File: src/rtl/mef_arb_ctrl.sv
// Round-robin front end for a shared serial detector: grants one of two requesters,
// clears the detector, shifts the winner's word out MSB-first and counts detector hits.
module mef_arb_ctrl #(
  parameter int WIDTH = 8,
  parameter int CNTW  = 4
) (
  input  logic             CLK,
  input  logic             CLR,
  input  logic             REQ0,
  input  logic             REQ1,
  input  logic [WIDTH-1:0] DATA0,
  input  logic [WIDTH-1:0] DATA1,
  output logic             GNT0,
  output logic             GNT1,
  output logic             E_OUT,
  output logic             DET_CLR,
  input  logic             Y_IN,
  output logic             BUSY,
  output logic             DONE,
  output logic             OWNER,
  output logic [CNTW-1:0]  COUNT
);

  localparam int BW = (WIDTH > 2) ? $clog2(WIDTH) : 1;
  localparam logic [BW-1:0]   LAST_BIT = BW'(WIDTH - 1);
  localparam logic [CNTW-1:0] CNT_MAX  = '1;

  typedef enum logic [2:0] {
    ST_IDLE,
    ST_CLEAR,
    ST_SHIFT,
    ST_FLUSH,
    ST_DONE
  } state_t;

  state_t           state;
  logic [WIDTH-1:0] shift_reg;
  logic [BW-1:0]    bit_cnt;
  logic             prio;
  logic             any_req;
  logic             pick1;
  logic [CNTW-1:0]  count_next;

  // prio=1 favours REQ1; a lone requester wins regardless of prio
  assign any_req = REQ0 | REQ1;
  assign pick1   = REQ1 & (~REQ0 | prio);

  always_comb begin
    count_next = COUNT;
    if (Y_IN && (COUNT != CNT_MAX)) count_next = COUNT + 1'b1;
  end

  always_ff @(posedge CLK) begin
    if (CLR) begin
      state     <= ST_IDLE;
      GNT0      <= 1'b0;
      GNT1      <= 1'b0;
      E_OUT     <= 1'b0;
      DET_CLR   <= 1'b1;
      BUSY      <= 1'b0;
      DONE      <= 1'b0;
      OWNER     <= 1'b0;
      COUNT     <= '0;
      prio      <= 1'b0;
      shift_reg <= '0;
      bit_cnt   <= '0;
    end else begin
      GNT0    <= 1'b0;
      GNT1    <= 1'b0;
      DET_CLR <= 1'b0;
      DONE    <= 1'b0;
      E_OUT   <= 1'b0;
      BUSY    <= 1'b0;
      case (state)
        // The DONE cycle arbitrates like IDLE so a waiting requester is granted right after DONE
        ST_IDLE, ST_DONE: begin
          if (any_req) begin
            state     <= ST_CLEAR;
            OWNER     <= pick1;
            prio      <= ~pick1;
            shift_reg <= pick1 ? DATA1 : DATA0;
            GNT0      <= ~pick1;
            GNT1      <= pick1;
            DET_CLR   <= 1'b1;
            BUSY      <= 1'b1;
            COUNT     <= '0;
          end else begin
            state <= ST_IDLE;
          end
        end
        ST_CLEAR: begin
          state     <= ST_SHIFT;
          bit_cnt   <= '0;
          E_OUT     <= shift_reg[WIDTH-1];
          shift_reg <= {shift_reg[WIDTH-2:0], 1'b0};
          BUSY      <= 1'b1;
        end
        ST_SHIFT: begin
          // The cycle-0 sample still reflects the detector before this job
          if (bit_cnt != '0) COUNT <= count_next;
          BUSY <= 1'b1;
          if (bit_cnt == LAST_BIT) begin
            state <= ST_FLUSH;
          end else begin
            bit_cnt   <= bit_cnt + 1'b1;
            E_OUT     <= shift_reg[WIDTH-1];
            shift_reg <= {shift_reg[WIDTH-2:0], 1'b0};
          end
        end
        ST_FLUSH: begin
          COUNT <= count_next;
          state <= ST_DONE;
          DONE  <= 1'b1;
        end
        default: state <= ST_IDLE;
      endcase
    end
  end

endmodule

File: config.mk
export PLATFORM = sky130hd
export DESIGN_NAME = mef_arb_ctrl
export DESIGN_NICKNAME = d
export VERILOG_FILES = /design/src/rtl/mef_arb_ctrl.sv
export SDC_FILE = /design/constraint.sdc
export NUM_CORES = 1
export LEC_CHECK = 0
export CAP_MARGIN = 0
export CORE_MARGIN = 3
export CORE_UTILIZATION = 45
export CTS_CLUSTER_DIAMETER = 40
export DETAILED_ROUTE_END_ITERATION = 10
export PLACE_DENSITY = 0.77
export SETUP_SLACK_MARGIN = 0.2
export SYNTH_ARGS = -nofsm -noshare
export SYNTH_HDL_FRONTEND = slang
export SYNTH_SLANG_ARGS = --single-unit
File: constraint.sdc
create_clock -name CLK -period 1.75 [get_ports CLK]
set_input_delay 0.35 -clock CLK [delete_from_list [all_inputs] [get_ports CLK]]
set_output_delay 0.35 -clock CLK [all_outputs]
set_load 0.03 [all_outputs]
==> impl_metrics.py <==
metrics = {
    "outcome": {
        "status": "complete, no violations",
    },
    "finish": {
        "layout_commonest_cell": "dfxtp_1",
        "drive_gt1_share_pct": 22.4,
        "antennaDiodeCount": 0,
        "area_growth_pct": 36.7,
        "fillerInstances": 233,
        "largest_reg_flops": 8,
        "utilization_pct": 68.3,
        "final_cell_mix": "24 x dfxtp_1, 20 x clkdlybuf4s50_1, 15 x buf_4",
        "nNetsFinal": 210,
    },
    "die": {
        "coreArea_sq_um": 2610,
        "initial_utilization_pct": 50.0,
        "die_h_um": 59.9,
        "die_w_um": 59.9,
        "core.rowCount": 18,
        "ios": 32,
        "die-area_sq_um": 3590,
    },
    "synth": {
        "synthCells": 141,
        "synthesis.area_sq_um": 1310,
        "synth_nets": 166,
        "synth-main-ff-cell": "dfxtp_1",
        "synth-edff-count": 0,
        "ys_ff_latch": 26,
        "yosysUniqueCellTypes": 40,
        "ys_seq_area_share_pct": 39.8,
        "async_flop_share_pct": 0,
        "synth.avg_cell_area_sq_um": 9.26,
        "ys_warn_count": 0,
    },
    "power_and_ir_drop": {
        "p_comb_share_pct": 37.3,
        "p_int_mw": 1.02,
        "power_density_nw_per_um2": 845,
        "leakage_nw": 0.722,
        "ir_drop_v": 0.000776,
        "pwr-share-clk_pct": 15.8,
        "p_seq_share_pct": 46.9,
        "p_total_mw": 1.51,
        "power_switching_share_pct": 32.1,
        "switchingPower_mw": 0.484,
    },
    "cts": {
        "cts_root_buffer": "clkbuf_4",
        "h-tree-depth": 1,
        "numCtsBuffers": 3,
        "worstSkewPairLatency_ps": 310,
        "cts_tree": "done",
        "cts_buffer_depth": 2,
        "clkTransAtPathRegs_ps": 130,
        "clock_sinks": 26,
    },
    "global_routing": {
        "grt_usage_pct": 17.6,
        "grt.overflow.total": 0,
        "grt_pass1_wl_um": 4890,
        "grt_start_max_net_pins": 17,
        "grt_pass1_vias": 1193,
        "antenna_found_initial": 0,
    },
    "timing": {
        "fmax_mhz": 634,
        "rsz0062_at_grt": "yes",
        "finalSetupViolCount": 0,
        "max_slew_margin_pct": 79.3,
        "finalSetupTns_ps": 0,
        "hold_violations": 0,
        "worst_pin_slew_ps": 311,
        "min_period_ps": 1580,
        "fin_skew_ps": 4.65,
        "fin_crit_sh_pct": 90.1,
        "slew_viol_final": 0,
    },
    "routing": {
        "drt_first_pass_iters": 4,
        "dr_total_vias": 1195,
        "wl_met2_um": 1540,
        "wl_met1_um": 1210,
        "viasPerCell": 5.61,
        "postRouteAntennaNets": 0,
        "drt-total-wl_um": 2890,
        "drc": 0,
        "top_layer": "met4",
        "wl_per_cell_um": 13.6,
        "wl_met3_um": 112,
        "initialDrtViolationCount": 35,
    },
    "critical_path": {
        "path_cells": "inv_2, ha_4, or3b_4, nand4_1, or3_4, o32ai_2",
        "crit_fanout": 4,
        "arrival_ps": 1810,
        "slowest_stage": "dfxtp_2",
        "worstSetupPathType": "register to register",
        "startpoint_type": "register",
        "max_stage_delay_ps": 370,
        "critical_path_required_ps": 1980,
        "critPathTopFamily": "simple AND/OR/NAND/NOR gates",
        "path_buf_inv": 1,
        "critPathCaptureType": "register",
        "worstRegToRegCells": 6,
        "cp.depth": 6,
    },
    "job": {
        "max_cap_violations": 0,
    },
    "min_path": {
        "hold_class": "register to register",
        "holdPathStages": 1,
    },
    "place": {
        "port_buffers": 31,
        "gp_congestion": 0.789,
        "dp_hpwl_um": 2280,
    },
}
-- layout make-up --
cell class / count / area (sq um) / area share, %
Clock buffer: 3 / 22.5 / 1.26
Inverter: 11 / 41.3 / 2.31
Multi-Input combinational cell: 97 / 752 / 42.1
Sequential cell: 26 / 523 / 29.3
Tap cell: 30 / 37.5 / 2.10
Timing Repair Buffer: 46 / 409 / 22.9
-- power groups by stage --
stage	clock (mW)	combinational, mW	sequential (mW)
floorplan	0	0.331	0.744
global placement	0	0.517	0.715
detailed placement	0	0.538	0.720
CTS	0.249	0.545	0.707
global route	0.268	0.618	0.717
finish	0.238	0.562	0.707
-- worst register-to-register path: stages (launching register included) --
cell and delay (ps):
dfxtp_2 370, inv_2 60, ha_4 150, or3b_4 250
nand4_1 130, or3_4 350, o32ai_2 200
-- Yosys cell counts, types with 2 or more instances --
master,number,area (sq um)
dfxtp_1,26,521
inv_1,11,41.3
nor2_1,9,33.8
o21ai_0,9,45.0
a32o_1,8,80.1
a21oi_1,7,35.0
o211ai_1,7,52.6
or2_1,6,37.5
nand2b_1,5,31.3
ha_1,4,50.1
nor3_1,4,20.0
a22oi_1,3,22.5
buf_4,3,22.5
clkbuf_1,3,11.3
nor3b_1,3,22.5
or2_0,3,18.8
a21oi_2,2,17.5
a22o_1,2,17.5
mux2_2,2,22.5
nand4_1,2,12.5
o21ai_1,2,10.0
or3_1,2,12.5
-- metal layers --
layer / track usage, % / vias to the layer above
met5: 0 / -
met4: 4.11 / 0
met3: 4.75 / 4
met2: 32.9 / 26
met1: 19.3 / 568
li1: - / 597
-- logic make-up after synthesis --
kind of cell               share of synthesized area (%)
muxes                                               2.49
and+or+nand+nor                                     21.5
adders and majority gates                           3.83
buffers and inverters                               6.61
xor gates and xnor gates                           0.671
DFF                                                 39.8
AOI/OAI and AO/OA                                   25.1
-- final timing paths --
| check | slack [ps] | start | end |
|---|---|---|---|
| max | 170 | bit_cnt[0]$_SDFFE_PP0P_ | COUNT[3]$_SDFFE_PP0P_ |
| min reg2reg | 480 | shift_reg[2]$_SDFFE_PP0P_ | shift_reg[2]$_SDFFE_PP0P_ |
| max reg2reg | 170 | bit_cnt[0]$_SDFFE_PP0P_ | COUNT[3]$_SDFFE_PP0P_ |
| min | 480 | shift_reg[2]$_SDFFE_PP0P_ | shift_reg[2]$_SDFFE_PP0P_ |
-- repair_timing --
action / in CTS / in global routing
hold buffers: 0 / 0
pin swaps: 2 / 5
gates resized for setup: 18 / 8
buffers inserted: 1 / 1
endpoints found under the setup margin: 21 / 15
-- per-stage QoR --
| step | instance area (sq um) | setup WS (ps) | std cells | hold slack (ps) |
|---|---|---|---|---|
| after CTS | 1740 | 163 | 212 | 484 |
| after global routing | 1790 | 107 | 213 | 506 |
| after global placement | 1710 | 2.54 | 208 | 441 |
| final | 1790 | 173 | 213 | 481 |
| after detailed placement | 1710 | -31.6 | 208 | 453 |
| after floorplan | 1310 | 217 | 141 | 433 |
Power figures use the tool's default switching activity.
